===== src/rtl/bottling_plant_sim.sv =====
// rtl/bottling_plant_sim.sv - pill bottling line: hopper, timed pill dispenser and bottle conveyor
module bottling_plant_sim #(
  parameter int PILL_PERIOD   = 100,
  parameter int MOVE_CYCLES   = 2000,
  parameter int HOPPER_CAP    = 999,
  parameter int REFILL_AMOUNT = 100
) (
  input  logic       clk_1khz,
  input  logic       switch_clr,
  input  logic       fill_en,
  input  logic       bottle_advance,
  input  logic       hopper_refill,
  input  logic       fault_hopper,
  input  logic       fault_jam,
  output logic       pill_pulse,
  output logic       bottle_ready,
  output logic       conveyor_moving,
  output logic       hopper_empty,
  output logic [9:0] hopper_level,
  output logic [9:0] pills_in_bottle,
  output logic [6:0] bottles_done,
  output logic       jammed
);

  typedef enum logic [1:0] {IDLE, FILLING, MOVING, JAMMED} state_t;

  localparam logic [9:0]  PILL_RELOAD = 10'(PILL_PERIOD - 1);
  localparam logic [11:0] MOVE_RELOAD = 12'(MOVE_CYCLES - 1);
  localparam logic [10:0] CAP_W       = 11'(HOPPER_CAP);
  localparam logic [9:0]  CAP_LEVEL   = 10'(HOPPER_CAP);
  localparam logic [10:0] REFILL_W    = 11'(REFILL_AMOUNT);
  localparam logic [9:0]  PILLS_MAX   = 10'd1023;
  localparam logic [6:0]  DONE_LAST   = 7'd99;

  state_t      state, state_nxt;
  logic [9:0]  pill_timer, pill_timer_nxt;
  logic [11:0] move_timer, move_timer_nxt;
  logic        pill_drop;
  logic [10:0] level_sum;
  logic [9:0]  level_nxt;
  logic [9:0]  pills_nxt;
  logic [6:0]  done_nxt;
  logic        ready_nxt;
  logic        moving_nxt;
  logic        jammed_nxt;

  // The only unregistered output: a hopper fault must block dispensing immediately.
  assign hopper_empty = (hopper_level == 10'd0) | fault_hopper;

  always_ff @(posedge clk_1khz) begin
    if (switch_clr) begin
      state           <= IDLE;
      pill_timer      <= 10'd0;
      move_timer      <= 12'd0;
      pill_pulse      <= 1'b0;
      bottle_ready    <= 1'b1;
      conveyor_moving <= 1'b0;
      jammed          <= 1'b0;
      hopper_level    <= CAP_LEVEL;
      pills_in_bottle <= 10'd0;
      bottles_done    <= 7'd0;
    end else begin
      state           <= state_nxt;
      pill_timer      <= pill_timer_nxt;
      move_timer      <= move_timer_nxt;
      pill_pulse      <= pill_drop;
      bottle_ready    <= ready_nxt;
      conveyor_moving <= moving_nxt;
      jammed          <= jammed_nxt;
      hopper_level    <= level_nxt;
      pills_in_bottle <= pills_nxt;
      bottles_done    <= done_nxt;
    end
  end

  always_comb begin
    state_nxt = state;
    case (state)
      IDLE: begin
        if (bottle_advance) begin
          state_nxt = MOVING;
        end else if (fill_en && !hopper_empty) begin
          state_nxt = FILLING;
        end
      end
      FILLING: begin
        if (bottle_advance) begin
          state_nxt = MOVING;
        end else if (!fill_en) begin
          state_nxt = IDLE;
        end
      end
      MOVING: begin
        if (fault_jam) begin
          state_nxt = JAMMED;
        end else if (move_timer == 12'd0) begin
          state_nxt = IDLE;
        end
      end
      JAMMED: begin
        if (!fault_jam) begin
          state_nxt = MOVING;
        end
      end
    endcase
  end

  always_comb begin
    pill_drop      = 1'b0;
    pill_timer_nxt = pill_timer;
    move_timer_nxt = move_timer;
    pills_nxt      = pills_in_bottle;
    done_nxt       = bottles_done;
    case (state)
      IDLE: begin
        if (bottle_advance) begin
          move_timer_nxt = MOVE_RELOAD;
          pill_timer_nxt = 10'd0;
        end else if (fill_en && !hopper_empty) begin
          pill_timer_nxt = PILL_RELOAD;
        end
      end
      FILLING: begin
        if (bottle_advance) begin
          move_timer_nxt = MOVE_RELOAD;
          pill_timer_nxt = 10'd0;
        end else if (!fill_en) begin
          pill_timer_nxt = 10'd0;
        end else if (pill_timer == 10'd0) begin
          // An empty hopper still restarts the period so the next attempt keeps cadence.
          pill_timer_nxt = PILL_RELOAD;
          pill_drop      = !hopper_empty;
        end else begin
          pill_timer_nxt = pill_timer - 10'd1;
        end
      end
      MOVING: begin
        if (!fault_jam) begin
          if (move_timer == 12'd0) begin
            pills_nxt = 10'd0;
            done_nxt  = (bottles_done == DONE_LAST) ? 7'd0 : bottles_done + 7'd1;
          end else begin
            move_timer_nxt = move_timer - 12'd1;
          end
        end
      end
      JAMMED: begin
        move_timer_nxt = move_timer;
      end
    endcase

    if (pill_drop && (pills_in_bottle != PILLS_MAX)) begin
      pills_nxt = pills_in_bottle + 10'd1;
    end

    // A drop implies a non-empty hopper, so the subtraction cannot wrap.
    level_sum = {1'b0, hopper_level} - {10'd0, pill_drop} + (hopper_refill ? REFILL_W : 11'd0);
    level_nxt = (level_sum > CAP_W) ? CAP_LEVEL : level_sum[9:0];

    ready_nxt  = (state_nxt == IDLE) || (state_nxt == FILLING);
    moving_nxt = (state_nxt == MOVING);
    jammed_nxt = (state_nxt == JAMMED);
  end

endmodule


===== config.mk =====
export PLATFORM = sky130hd
export DESIGN_NAME = bottling_plant_sim
export DESIGN_NICKNAME = d
export VERILOG_FILES = /design/src/rtl/bottling_plant_sim.sv
export SDC_FILE = /design/constraint.sdc
export NUM_CORES = 1
export LEC_CHECK = 0
export CORE_ASPECT_RATIO = 1.5
export CORE_MARGIN = 2
export CORE_UTILIZATION = 55
export CTS_CLUSTER_DIAMETER = 60
export CTS_CLUSTER_SIZE = 20
export DETAILED_ROUTE_END_ITERATION = 10
export MAX_ROUTING_LAYER = met4
export PLACE_DENSITY = 0.87
export SLEW_MARGIN = 10
export SYNTH_ARGS = -nofsm -noshare
export SYNTH_HDL_FRONTEND = slang
export SYNTH_SLANG_ARGS = --single-unit

===== constraint.sdc =====
create_clock -name clk_1khz -period 3.8 [get_ports clk_1khz]
set_input_delay 0.76 -clock clk_1khz [delete_from_list [all_inputs] [get_ports clk_1khz]]
set_output_delay 0.76 -clock clk_1khz [all_outputs]
set_load 0.1 [all_outputs]

**After elaboration in Yosys (flattened, before gate mapping)**

Index checks and enable logic that the tools add are counted.

- Register bits: 55
- Output and inout bits: 32
- Word-level logic and storage cells: 79

- $add $sub $neg: 6
- $lt $le $gt $ge: 1
- Equality and inequality tests: 13
- Multiplexer cells: 28
- Bitwise logic cells: 3
- Reduce and logical (&&, ||, !) cells: 18

Operators with widths:

| kind | number |
|---|---|
| 10-bit 2-to-1 mux | 9 |
| 12-bit 2-to-1 mux | 3 |
| 12-bit one-hot mux with 2 select lines | 1 |
| 10-bit logical NOT | 2 |
| 10-bit one-hot mux with 2 select lines | 1 |
| 2-bit 2-to-1 mux | 7 |
| 7-bit 2-to-1 mux | 2 |
| 12-bit logical NOT | 1 |
| 12-bit by 1-bit subtractor with 12-bit output, second input constant | 1 |
| 11-bit by 7-bit adder with 11-bit output | 1 |
| 11-bit by 10-bit > comparator with 1-bit output, second input constant | 1 |
| 10-bit by 1-bit subtractor with 11-bit output | 1 |
| 10-bit by 1-bit adder with 10-bit output, second input constant | 1 |
| 10-bit inequality test, second input constant | 1 |
| 10-bit by 1-bit subtractor with 10-bit output, second input constant | 1 |
| 2-bit equality test, second input constant | 4 |
| 2-bit one-hot mux with 4 select lines | 1 |
| 7-bit by 1-bit adder with 7-bit output, second input constant | 1 |
| 7-bit equality test, second input constant | 1 |
| 3-bit AND reduction | 2 |
| 2-bit nonzero test | 3 |
| 2-bit by 1-bit equality test with 1-bit output, second input constant | 2 |
| 2-bit logical NOT | 2 |
| 1-bit 2-to-1 mux | 4 |
| 11 further kinds | 16 |

**Longest topological paths before layout**

Gate-level depths: netlist (run 1).

- Word-level depth: 11
- Depth in mapped cells: 16

**Worst setup path after synthesis (run 1)**

OpenSTA, ideal clock, no wires.

- Path type: register to register
- Start point: reg hopper_level[3]
- End point: reg hopper_level[3]
- Arrival time: 4.214 ns
- Required time: 3.685 ns
- Setup slack: -0.530 ns
- Cell stages (with the launch flop): 15
- Path buffers: 0
- Period minus slack after synthesis: 4.330 ns
- Path through: dfxtp_1 -> nor4_1 -> a41o_1 -> nor2_1 -> ha_1 -> inv_1 -> ha_1 -> inv_1 -> fa_1 -> nor2b_1 -> o2111a_1 -> o2111a_1 -> nor3_1 -> or4_4 -> and3_1

- Longest elaborated chain between the ends: 11

RTL lines:

| item | line | text |
|---|---|---|
| from (decl) | 19 | `output logic [9:0] hopper_level,` |
| from (signal assigned) | 70 | `hopper_level <= level_nxt;` |
| 10-bit logical NOT * | 48 | `assign hopper_empty = (hopper_level == 10'd0) \| fault_hopper;` |
| 1-bit OR * | 48 |  |
| net hopper_empty | 18 | `output logic hopper_empty,` |
| 1-bit logical NOT * | 132 | `pill_drop = !hopper_empty;` |
| 1-bit 2-to-1 mux * | 129 | `end else if (pill_timer == 10'd0) begin` |
| 1-bit 2-to-1 mux * | 127 | `end else if (!fill_en) begin` |
| 1-bit 2-to-1 mux * | 124 | `if (bottle_advance) begin` |
| 1-bit 2-to-1 mux * | 114 | `case (state)` |
| net pill_drop | 38 | `logic pill_drop;` |
| 10-bit by 1-bit subtractor with 11-bit output * | 157 | `level_sum = {1'b0, hopper_level} - {10'd0, pill_drop} + (hopper_refill ? REFILL_W : 11'd0);` |
| 11-bit by 7-bit adder with 11-bit output * | 157 |  |
| 11-bit by 10-bit > comparator with 1-bit output | 158 | `level_nxt = (level_sum > CAP_W) ? CAP_LEVEL : level_sum[9:0];` |
| 2-bit OR reduction (no line) | -- |  |

Mark *: on every way through the listed nets, which the timed path passes. The rest lies on a longest branch.
A chain may end at the register's enable or synchronous reset.

**Final worst setup path (run 1)**

- Start point: in bottle_advance
- End point: reg hopper_level[3]

- Longest elaborated chain between the ends: 6

RTL lines:

| item | line | text |
|---|---|---|
| from (decl) | 11 | `input logic bottle_advance,` |
| 1-bit 2-to-1 mux * | 124 |  |
| 1-bit 2-to-1 mux * | 114 |  |
| net pill_drop | 38 |  |
| 10-bit by 1-bit subtractor with 11-bit output * | 157 |  |
| 11-bit by 7-bit adder with 11-bit output * | 157 |  |
| 11-bit by 10-bit > comparator with 1-bit output | 158 |  |
| 2-bit OR reduction (no line) | -- |  |

Marked as above.

==> results.txt, run 1 <==
----------------------------------------------------
[Detailed routing]
  Remaining antenna violation count ... 0
  Vias ... 2,767
  Drt total wl ... 6.54 mm
  Average via count per standard cell ... 5.75
  DRC violation count after routing ... 0
  DR iter-0 viols ... 110
  First-pass iteration count of the detailed router ... 4
  Routed wire length per instance ... 13.6 um

[Worst setup path]
  Max FO, Critical Path ... 5
  Category of the worst setup path capture point ... flop
  Register-to-register setup slack ... 0.36 ns
  Data required time of the worst path ... 4.01 ns
  Setup crit start kind ... primary input
  Crit path launch ... bottle_advance
  Last element of the critical path ... hopper_level[3]
  Count of cells along the worst register-to-register path ... 16
  Worst reg2reg endpoint ... hopper_level[3]
  Crit path arrival time ... 3.85 ns
  Worst R2R Start ... pill_timer[0]
  Setup CP Type ... primary input to flop

[Power]
  Power share of the sequential group ... 0.322
  Power after layout ... 2090 uW
  Power spent charging and discharging nets ... 828 uW
  Worst IR drop on VDD ... 0.000295 V
  Internal portion of total power ... 1260 uW
  Clock Power Share ... 0.218
  Switching part of the total power ... 0.397
  Combinational share of power ... 0.459
  Total leakage power ... 0.00148 uW
  Power Dens Cells ... 565 nW/um2

[Synth]
  Prevailing post-synth register cell ... sky130_fd_sc_hd__dfxtp_1
  Fraction of the yosys area taken by sequential cells ... 0.363
  Mapped Area ... 3040 um2
  Share of flip-flops with an asynchronous set or reset after synthesis ... 0
  Synth Warn # ... 0
  Area share of the largest cell type after synthesis ... 0.363
  Number of flip-flops and latches in the synthesized netlist ... 55
  Leading post-synthesis cells by cell area ... sky130_fd_sc_hd__dfxtp_1, sky130_fd_sc_hd__ha_1, sky130_fd_sc_hd__nor2_1, sky130_fd_sc_hd__a21oi_1, sky130_fd_sc_hd__inv_1
  Syn Area/Cell ... 8.36 um2
  Synthesized netlist cell count ... 363
  Number of synthesized flops with an enable pin ... 0
  Distinct cell type count of the synthesized netlist ... 55
  Total nets after synthesis ... 389
  Largest area contributor in the synthesized netlist ... sky130_fd_sc_hd__dfxtp_1

[Clock network]
  Clock Pin Slew Worst Setup and Hold Paths ... 0.10 ns
  Buffer depth of the longest clock path ... 2
  Total clock buffers created by CTS ... 5
  Clock root buffer master ... sky130_fd_sc_hd__clkbuf_8
  Post-CTS setup buffers ... 0
  Clk Latency, worst-skew pair ... 0.31 ns
  Hold bufs inserted after CTS ... 0
  CTS tree ... built
  # clock sinks ... 55
  CTS H-Tree Depth ... 2

[Global routing]
  Antenna violations before repair ... 0
  Wire length of the first global-routing pass ... 11.1 mm
  Global route overflow ... 0
  Largest net degree at the start of global routing ... 31
  Number of global-route vias before repair ... 2,588
  Tot GR Track Use ... 0.229

[Die]
  Die width ... 64.7 um
  Vertical extent of the die ... 95.0 um
  Placeable core region ... 5410 um2
  Site Rows ... 33
  Full die area ... 6140 um2
  Number of top-level pins ... 39
  Starting Density ... 0.561

[STA]
  RSZ-0062 raised after global routing ... no
  Number of setup violations in the final report ... 0
  Transition time of the tightest slew-check pin ... 0.974 ns
  Worst max-slew margin expressed relative to the limit ... 0.348
  Number of endpoints with negative hold slack in the final report ... 0
  Final critical delay including setup and external delays ... 3.64 ns
  Sum of negative setup slack ... 0 ns
  Min setup slack post-route ... 0.164 ns
  Number of max-slew violations in the final report ... 0
  Hold_ws ... 0.468 ns
  Fraction of the cycle the final worst path needs ... 0.957
  Worst Clk Skew ... 0.00736 ns
  Highest clock rate ... 0.275 GHz

[Final layout]
  Number of nets in the layout ... 436
  Total inserted antenna cells ... 0
  Share of layout cells above drive strength 1 ... 0.107
  Leading cell type in the layout, fill and taps excluded ... sky130_fd_sc_hd__dfxtp_1
  Leading cell types in the layout, fill and taps excluded ... sky130_fd_sc_hd__dfxtp_1, sky130_fd_sc_hd__nor2_1, sky130_fd_sc_hd__clkdlybuf4s50_1
  Layout overhead on the synthesized area ... 21.9%
  Final Instance Count excl. Fillers ... 481

[Placement]
  Buffers on Ports ... 38
  Post-detailed-placement half-perimeter wirelength ... 4.86 mm
  GPL Wtd Cong ... 0.894
  Number of placed instances with taps included ... 473
  Post-place setup slack ... -0.250 ns

[Min path]
  Worst hold path class ... flop to flop

[Job]
  Maximum Capacitance Violations ... 0

[Status]
  Result of the run ... complete, no violations

----------------------------------------------------
[layout make-up]
class | count | area [um2]
Tap cell | 70 | 87.6
Clock buffer | 5 | 68.8
Timing Repair Buffer | 49 | 460
Sequential cell | 55 | 1110
Inverter | 27 | 101
Clock inverter | 3 | 67.6
Multi-Input combinational cell | 272 | 1800
Fill cell | 455 | 1710
[state kept, by name, summed over array words and instances (netlist names)]
signal,flops
bottle_ready,1
state,2
pill_timer,10
move_timer,12
bottles_done,7
hopper_level,10
conveyor_moving,1
pill_pulse,1
jammed,1
pills_in_bottle,10
[cell usage after synthesis, types with 2 or more instances]
cell,n
sky130_fd_sc_hd__o21ai_0,18
sky130_fd_sc_hd__o31ai_1,6
sky130_fd_sc_hd__nor3_1,15
sky130_fd_sc_hd__nand4_1,9
sky130_fd_sc_hd__a311oi_1,9
sky130_fd_sc_hd__nor2_1,38
sky130_fd_sc_hd__nand4b_1,3
sky130_fd_sc_hd__nor4_1,5
sky130_fd_sc_hd__mux2i_1,2
sky130_fd_sc_hd__nand3_1,9
sky130_fd_sc_hd__o21ai_1,3
sky130_fd_sc_hd__nor3_2,3
sky130_fd_sc_hd__xnor2_1,6
sky130_fd_sc_hd__a21oi_1,24
sky130_fd_sc_hd__nand2_1,26
sky130_fd_sc_hd__nand3b_1,3
sky130_fd_sc_hd__o2111a_1,2
sky130_fd_sc_hd__o21bai_1,2
sky130_fd_sc_hd__o21a_1,6
sky130_fd_sc_hd__xor2_1,8
sky130_fd_sc_hd__nor2b_1,6
sky130_fd_sc_hd__or3_1,8
sky130_fd_sc_hd__ha_1,18
sky130_fd_sc_hd__clkbuf_1,6
sky130_fd_sc_hd__dfxtp_1,55
sky130_fd_sc_hd__and3_1,6
sky130_fd_sc_hd__a21o_1,5
sky130_fd_sc_hd__a2bb2o_1,3
sky130_fd_sc_hd__nand2b_1,7
sky130_fd_sc_hd__inv_1,27
[layer usage]
layer	track usage	vias up	part of all wire
met1	0.246	1301	0.41
met4	0.0567	0	0.013
li1	-	1410	-
met2	0.438	48	0.54
met3	0.0322	8	0.030
met5	-	-	0
[worst max-delay path: stages]
cell and delay [ns]:
sky130_fd_sc_hd__clkdlybuf4s50_1 0.42, sky130_fd_sc_hd__and4bb_2 0.32, sky130_fd_sc_hd__nand4_1 0.11, sky130_fd_sc_hd__nor2_1 0.12
sky130_fd_sc_hd__ha_1 0.14, sky130_fd_sc_hd__inv_1 0.04, sky130_fd_sc_hd__ha_1 0.18, sky130_fd_sc_hd__inv_1 0.07
sky130_fd_sc_hd__fa_2 0.21, sky130_fd_sc_hd__nor2b_2 0.05, sky130_fd_sc_hd__o2111a_2 0.28, sky130_fd_sc_hd__nor4b_2 0.25
sky130_fd_sc_hd__nor3_1 0.10, sky130_fd_sc_hd__or4_4 0.58, sky130_fd_sc_hd__and3_1 0.20
[power by group through the flow]
stage               sequential, uW  combinational (uW)  clock [uW]
floorplan                      877                 519           0
global placement               685                 912           0
detailed placement             687                 936           0
CTS                            674                 942         463
global route                   681                1040         487
finish                         674                 960         456
[stage by stage]
step | util | cell area (um2)
finish | 0.684 | 3700
CTS | 0.683 | 3690
floorplan | - | 3060
global placement | 0.658 | 3560
global route | 0.684 | 3700
detailed placement | 0.658 | 3560
[what timing repair did]
action                                  CTS  global route
endpoints found under the setup margin    0             2
endpoints found under the hold margin     0             0
resized for setup                         0             3
[worst min path at each step]
| stage | slack (ns) | startpoint | depth (start not counted) | end |
|---|---|---|---|---|
| floorplan | 0.44 | move_timer[10] | 2 | move_timer[10] |
| global placement | 0.45 | move_timer[10] | 2 | move_timer[10] |
| detailed placement | 0.46 | move_timer[10] | 2 | move_timer[10] |
| CTS | 0.47 | move_timer[10] | 2 | move_timer[10] |
| global route | 0.51 | pills_in_bottle[9] | 1 | pills_in_bottle[9] |
| finish | 0.47 | move_timer[10] | 2 | move_timer[10] |
[kinds of logic after synthesis]
logic type	synth area share
AND/OR/NAND/NOR	0.265
AO/OA/AOI/OAI	0.192
buffers and inverters	0.0486
multiplexers	0.0103
adder cells (fa/ha/maj)	0.0808
XOR/XNOR	0.0404
flip-flops	0.363
Note: power is estimated with default switching activity, not from simulation.
==> inputs of run 2 (changes only) <==
RECOVER_POWER = 25   (was not set)
==> results.txt, run 2 (synthesis results as in run 1) <==
----------------------------------------------------
[Worst setup path]
  Crit path arrival time ... 3.85 ns
  Setup CP Type ... primary input to flop
  Data required time of the worst path ... 4.01 ns
  Max FO, Critical Path ... 5
  Count of cells along the worst register-to-register path ... 16
  Category of the worst setup path capture point ... flop
  Register-to-register setup slack ... 0.36 ns
  Setup crit start kind ... primary input

[Min path]
  Cell depth of the worst min-delay path ... 2
  Worst hold path class ... flop to flop

[Status]
  Result of the run ... complete, no violations

[Placement]
  Post-detailed-placement half-perimeter wirelength ... 4.86 mm
  Buffers on Ports ... 38
  Post-DP Area ... 3560 um2
  GPL Wtd Cong ... 0.894

[Final layout]
  Number of nets in the layout ... 436
  Register name with the most flops ... move_timer
  Layout overhead on the synthesized area ... 21.8%
  Leading cell type in the layout, fill and taps excluded ... sky130_fd_sc_hd__dfxtp_1
  Total of fill cells in the finished design ... 457
  Total inserted antenna cells ... 0
  Share of layout cells above drive strength 1 ... 0.105
  Max reg flops ... 12
  Non-Filler Cell Area, Final ... 3700 um2
  Leading cell types in the layout, fill and taps excluded ... sky130_fd_sc_hd__dfxtp_1, sky130_fd_sc_hd__nor2_1, sky130_fd_sc_hd__clkdlybuf4s50_1

[Power]
  Total leakage power ... 0.00148 uW
  Switching part of the total power ... 0.396
  Worst IR drop on VDD ... 0.000296 V
  Power Dens Cells ... 565 nW/um2
  Clock Power Share ... 0.218
  Power share of the sequential group ... 0.323
  Combinational share of power ... 0.459
  Internal portion of total power ... 1260 uW
  Power spent charging and discharging nets ... 827 uW

[Global routing]
  Global route overflow ... 0
  Antenna violations before repair ... 0
  Wire length of the first global-routing pass ... 11.1 mm
  Number of global-route vias before repair ... 2,588
  Tot GR Track Use ... 0.229
  Largest net degree at the start of global routing ... 31

[Die]
  Placeable core region ... 5410 um2
  Site Rows ... 33
  Number of top-level pins ... 39
  Vertical extent of the die ... 95.0 um
  Starting Density ... 0.561
  Die width ... 64.7 um
  Full die area ... 6140 um2

[STA]
  Number of endpoints with negative hold slack in the final report ... 0
  Fraction of the cycle the final worst path needs ... 0.957
  Number of max-slew violations in the final report ... 0
  Final critical delay including setup and external delays ... 3.64 ns
  Highest clock rate ... 0.275 GHz
  Number of setup violations in the final report ... 0
  Worst max-slew margin expressed relative to the limit ... 0.150
  Transition time of the tightest slew-check pin ... 1.28 ns
  RSZ-0062 raised after global routing ... no
  Sum of negative setup slack ... 0 ns
  Worst Clk Skew ... 0.00582 ns

[Detailed routing]
  Routed wire length per instance ... 13.5 um
  First-pass iteration count of the detailed router ... 4
  Remaining antenna violation count ... 0
  DR iter-0 viols ... 120
  Average via count per standard cell ... 5.74
  DRC violation count after routing ... 0
  Drt total wl ... 6.51 mm
  Vias ... 2,763

[Clock network]
  Clock root buffer master ... sky130_fd_sc_hd__clkbuf_8
  PostCTS Resize Cnt ... 0
  Total clock buffers created by CTS ... 5
  CTS H-Tree Depth ... 2
  Buffer depth of the longest clock path ... 2
  Clock Pin Slew Worst Setup and Hold Paths ... 0.10 ns
  # clock sinks ... 55
  Clk Latency, worst-skew pair ... 0.31 ns
  Hold bufs inserted after CTS ... 0
  CTS tree ... built
  Post-CTS setup buffers ... 0

[Job]
  Maximum Capacitance Violations ... 0

----------------------------------------------------
-- run 2: through the flow --
stage,total power [uW],std cells,utilization,hold WS (ns),worst slack [ns]
3_3_place_gp,1600,473,0.658,0.450,-0.149
3_5_place_dp,1620,473,0.658,0.456,-0.250
4_1_cts,2080,481,0.683,0.470,0.0828
5_1_grt,2210,481,0.683,0.513,0.00847
6_report,2090,481,0.683,0.468,0.164
2_1_floorplan,1400,363,-,0.443,0.00868
-- run 2: final timing paths --
kind / end / from
hold / removal: move_timer[10] / move_timer[10]
setup / recovery: hopper_level[3] / bottle_advance
setup reg to reg: hopper_level[3] / pill_timer[0]
hold reg to reg: move_timer[10] / move_timer[10]
-- run 2: power groups by stage --
stage               registers (uW)  logic [uW]  clock network, uW
floorplan                      877         519                  0
detailed placement             687         936                  0
global route                   682        1040                487
finish                         673         959                456
CTS                            674         942                463
global placement               685         912                  0
-- run 2: per-layer routing --
metal,wire length (um),global-route usage,share of wire
met5,0,-,0
met4,84,0.0567,0.013
met3,201,0.0322,0.031
met2,3560,0.438,0.55
met1,2660,0.246,0.41
-- run 2: layout make-up --
class | instances | area (um2) | share of cell area
multi-input combinational | 272 | 1800 | 0.488
sequential | 55 | 1110 | 0.300
timing repair buffer | 49 | 457 | 0.124
inverter | 27 | 101 | 0.0274
tap | 70 | 87.6 | 0.0237
clock buffer | 5 | 68.8 | 0.0186
clock inverter | 3 | 67.6 | 0.0183
-- run 2: critical path, cell delays in order --
cell and delay [ns]:
sky130_fd_sc_hd__clkdlybuf4s50_1 0.42, sky130_fd_sc_hd__and4bb_2 0.32, sky130_fd_sc_hd__nand4_1 0.11, sky130_fd_sc_hd__nor2_1 0.12, sky130_fd_sc_hd__ha_1 0.14, sky130_fd_sc_hd__inv_1 0.04, sky130_fd_sc_hd__ha_1 0.18, sky130_fd_sc_hd__inv_1 0.07
sky130_fd_sc_hd__fa_2 0.21, sky130_fd_sc_hd__nor2b_2 0.05, sky130_fd_sc_hd__o2111a_2 0.28, sky130_fd_sc_hd__nor4b_2 0.25, sky130_fd_sc_hd__nor3_1 0.10, sky130_fd_sc_hd__or4_4 0.58, sky130_fd_sc_hd__and3_1 0.20
==> inputs of run 3 (changes only) <==
CELL_PAD_IN_SITES_DETAIL_PLACEMENT = 1   (was not set)
CELL_PAD_IN_SITES_GLOBAL_PLACEMENT = 1   (was not set)
CORE_UTILIZATION = 41   (was 55)
==> results.txt, run 3 (synthesis results as in run 1) <==
----------------------------------------------------
[Placement]
  Post-DP Area ... 3610 um2
  Post-detailed-placement half-perimeter wirelength ... 5.97 mm
  GPL Wtd Cong ... 0.837
  Post-place setup slack ... -0.298 ns
  Buffers on Ports ... 38

[Min path]
  Cell depth of the worst min-delay path ... 2
  Worst Hold Launch ... move_timer[10]
  Sink of the worst hold path ... move_timer[10]
  Worst hold path class ... flop to flop

[Detailed routing]
  Drt total wl ... 8.01 mm
  Vias ... 2,907
  Average via count per standard cell ... 5.64
  DR iter-0 viols ... 126
  Routed wire length per instance ... 15.6 um
  First-pass iteration count of the detailed router ... 4
  DRC violation count after routing ... 0
  Remaining antenna violation count ... 0

[Die]
  Placeable core region ... 7230 um2
  Die width ... 74.3 um
  Starting Density ... 0.420
  Vertical extent of the die ... 109 um
  Site Rows ... 38
  Number of top-level pins ... 39
  Full die area ... 8120 um2

[Power]
  Power Dens Cells ... 544 nW/um2
  Worst IR drop on VDD ... 0.000354 V
  Power after layout ... 2040 uW
  Total leakage power ... 0.00150 uW

[Job]
  Maximum Capacitance Violations ... 1

[Final layout]
  Layout overhead on the synthesized area ... 23.5%
  Total inserted antenna cells ... 0
  Max reg flops ... 12
  Leading cell types in the layout, fill and taps excluded ... sky130_fd_sc_hd__dfxtp_1, sky130_fd_sc_hd__nor2_1, sky130_fd_sc_hd__clkdlybuf4s50_1
  Non-Filler Cell Area, Final ... 3750 um2
  Total of fill cells in the finished design ... 880
  Share of layout cells above drive strength 1 ... 0.118
  Number of nets in the layout ... 440
  Post-route core utilization ... 0.519
  Register name with the most flops ... move_timer
  Leading cell type in the layout, fill and taps excluded ... sky130_fd_sc_hd__dfxtp_1

[STA]
  Number of setup violations in the final report ... 0
  Sum of negative setup slack ... 0 ns
  Number of endpoints with negative hold slack in the final report ... 0
  RSZ-0062 raised after global routing ... no
  Worst max-slew margin expressed relative to the limit ... 0.00213
  Fraction of the cycle the final worst path needs ... 0.932
  Number of max-slew violations in the final report ... 0
  Worst Clk Skew ... 0.00816 ns
  Transition time of the tightest slew-check pin ... 1.50 ns
  Final critical delay including setup and external delays ... 3.54 ns
  Highest clock rate ... 0.282 GHz
  Min setup slack post-route ... 0.258 ns

[Worst setup path]
  Critical path, cell by cell ... nor4_1 > a41o_4 > nor2_1 > ha_1 > inv_1 > ha_2 > inv_1 > fa_2 > nor2b_2 > o2111a_2 > or3_1 > nand4_1 > or4_4 > and3_4
  Setup CP Type ... flop to flop
  Standard cell with the maximum stage delay on the critical path ... sky130_fd_sc_hd__or4_4
  Data required time of the worst path ... 4.01 ns
  Peak per-stage delay on the critical path ... 0.59 ns
  Max FO, Critical Path ... 4
  Worst R2R Start ... hopper_level[0]
  Worst reg2reg endpoint ... hopper_level[4]
  Category of the worst setup path capture point ... flop
  Worst path most repeated cell ... sky130_fd_sc_hd__inv_1
  Register-to-register setup slack ... 0.26 ns
  Setup crit start kind ... flop
  Crit path arrival time ... 3.76 ns
  Count of cells along the worst register-to-register path ... 14

[Clock network]
  Buffer depth of the longest clock path ... 2
  CTS H-Tree Depth ... 2
  Total clock buffers created by CTS ... 5
  Hold bufs inserted after CTS ... 0
  Clock Pin Slew Worst Setup and Hold Paths ... 0.09 ns
  Clock root buffer master ... sky130_fd_sc_hd__clkbuf_8
  CTS tree ... built
  Clk Latency, worst-skew pair ... 0.32 ns
  # clock sinks ... 55

[Global routing]
  Antenna violations before repair ... 0
  Met3 GRT Util ... 0.0321
  Met1 track demand over resource in global routing ... 0.218
  Global route overflow ... 0
  Global-route track usage on met2 ... 0.397
  Wire length of the first global-routing pass ... 13.2 mm
  Most Used Layer, Global Route ... met2
  Number of global-route vias before repair ... 2,987
  Tot GR Track Use ... 0.212
  Largest net degree at the start of global routing ... 33

[Status]
  Result of the run ... finished, violations left
  Violated checks ... capacitance limit

----------------------------------------------------
==> run 3: cell count changes in the layout (fill, tap and decap cells not counted), moves of 2 or more <==
cell	delta
sky130_fd_sc_hd__buf_4	+4
sky130_fd_sc_hd__and3_1	-2
sky130_fd_sc_hd__and3_4	+2
sky130_fd_sc_hd__bufinv_16	-2
sky130_fd_sc_hd__clkdlybuf4s50_1	-2
sky130_fd_sc_hd__dlymetal6s2s_1	+2
==> run 3: layer usage <==
metal / wire length (um) / part of all wire / vias up
li1: - / - / 1412
met1: 3170 / 0.40 / 1435
met2: 4490 / 0.56 / 46
met3: 186 / 0.023 / 14
met4: 165 / 0.021 / 0
met5: 0 / 0 / -
==> run 3: worst max path at each step <==
stage,startpoint,to
finish,hopper_level[0],hopper_level[4]
global route,pill_timer[0],hopper_level[1]
CTS,bottle_advance,hopper_level[3]
detailed placement,bottle_advance,hopper_level[3]
global placement,bottle_advance,hopper_level[4]
floorplan,hopper_level[5],hopper_level[3]
==> run 3: cell type report <==
class                      instances  area, um2  area share
clock buffer                       7       86.3      0.0230
clock inverter                     1       8.76     0.00234
inverter                          27        101      0.0270
multi-input combinational        272       1830       0.487
sequential                        55       1110       0.296
tap                              100        125      0.0334
timing repair buffer              53        492       0.131
==> run 3: report_power, final <==
group | total (uW) | internal (uW) | switching, uW | leakage, uW
clock | 343 | 150 | 193 | 0.0000484
combinational | 1020 | 387 | 634 | 0.00101
sequential | 675 | 631 | 44.6 | 0.000448
==> run 3: worst max-delay path: cells and delay by family (launching register included) <==
family | cells | cell delay [ns]
buffers and inverters | 2 | 0.12
and+or+nand+nor | 7 | 1.69
DFF | 1 | 0.35
AOI/OAI and AO/OA | 2 | 0.54
adders and majority gates | 3 | 0.75
==> run 3: repair_timing <==
| action | in CTS | in global routing |
|---|---|---|
| gates resized for setup | 0 | 10 |
| setup buffers | 0 | 2 |
| endpoints found under the setup margin | 0 | 5 |
==> run 3: per-stage QoR <==
| stage | hold slack [ns] | cells |
|---|---|---|
| 2_1_floorplan | 0.443 | 363 |
| 3_3_place_gp | 0.451 | 505 |
| 3_5_place_dp | 0.465 | 505 |
| 4_1_cts | 0.481 | 513 |
| 5_1_grt | 0.509 | 515 |
| 6_report | 0.478 | 515 |
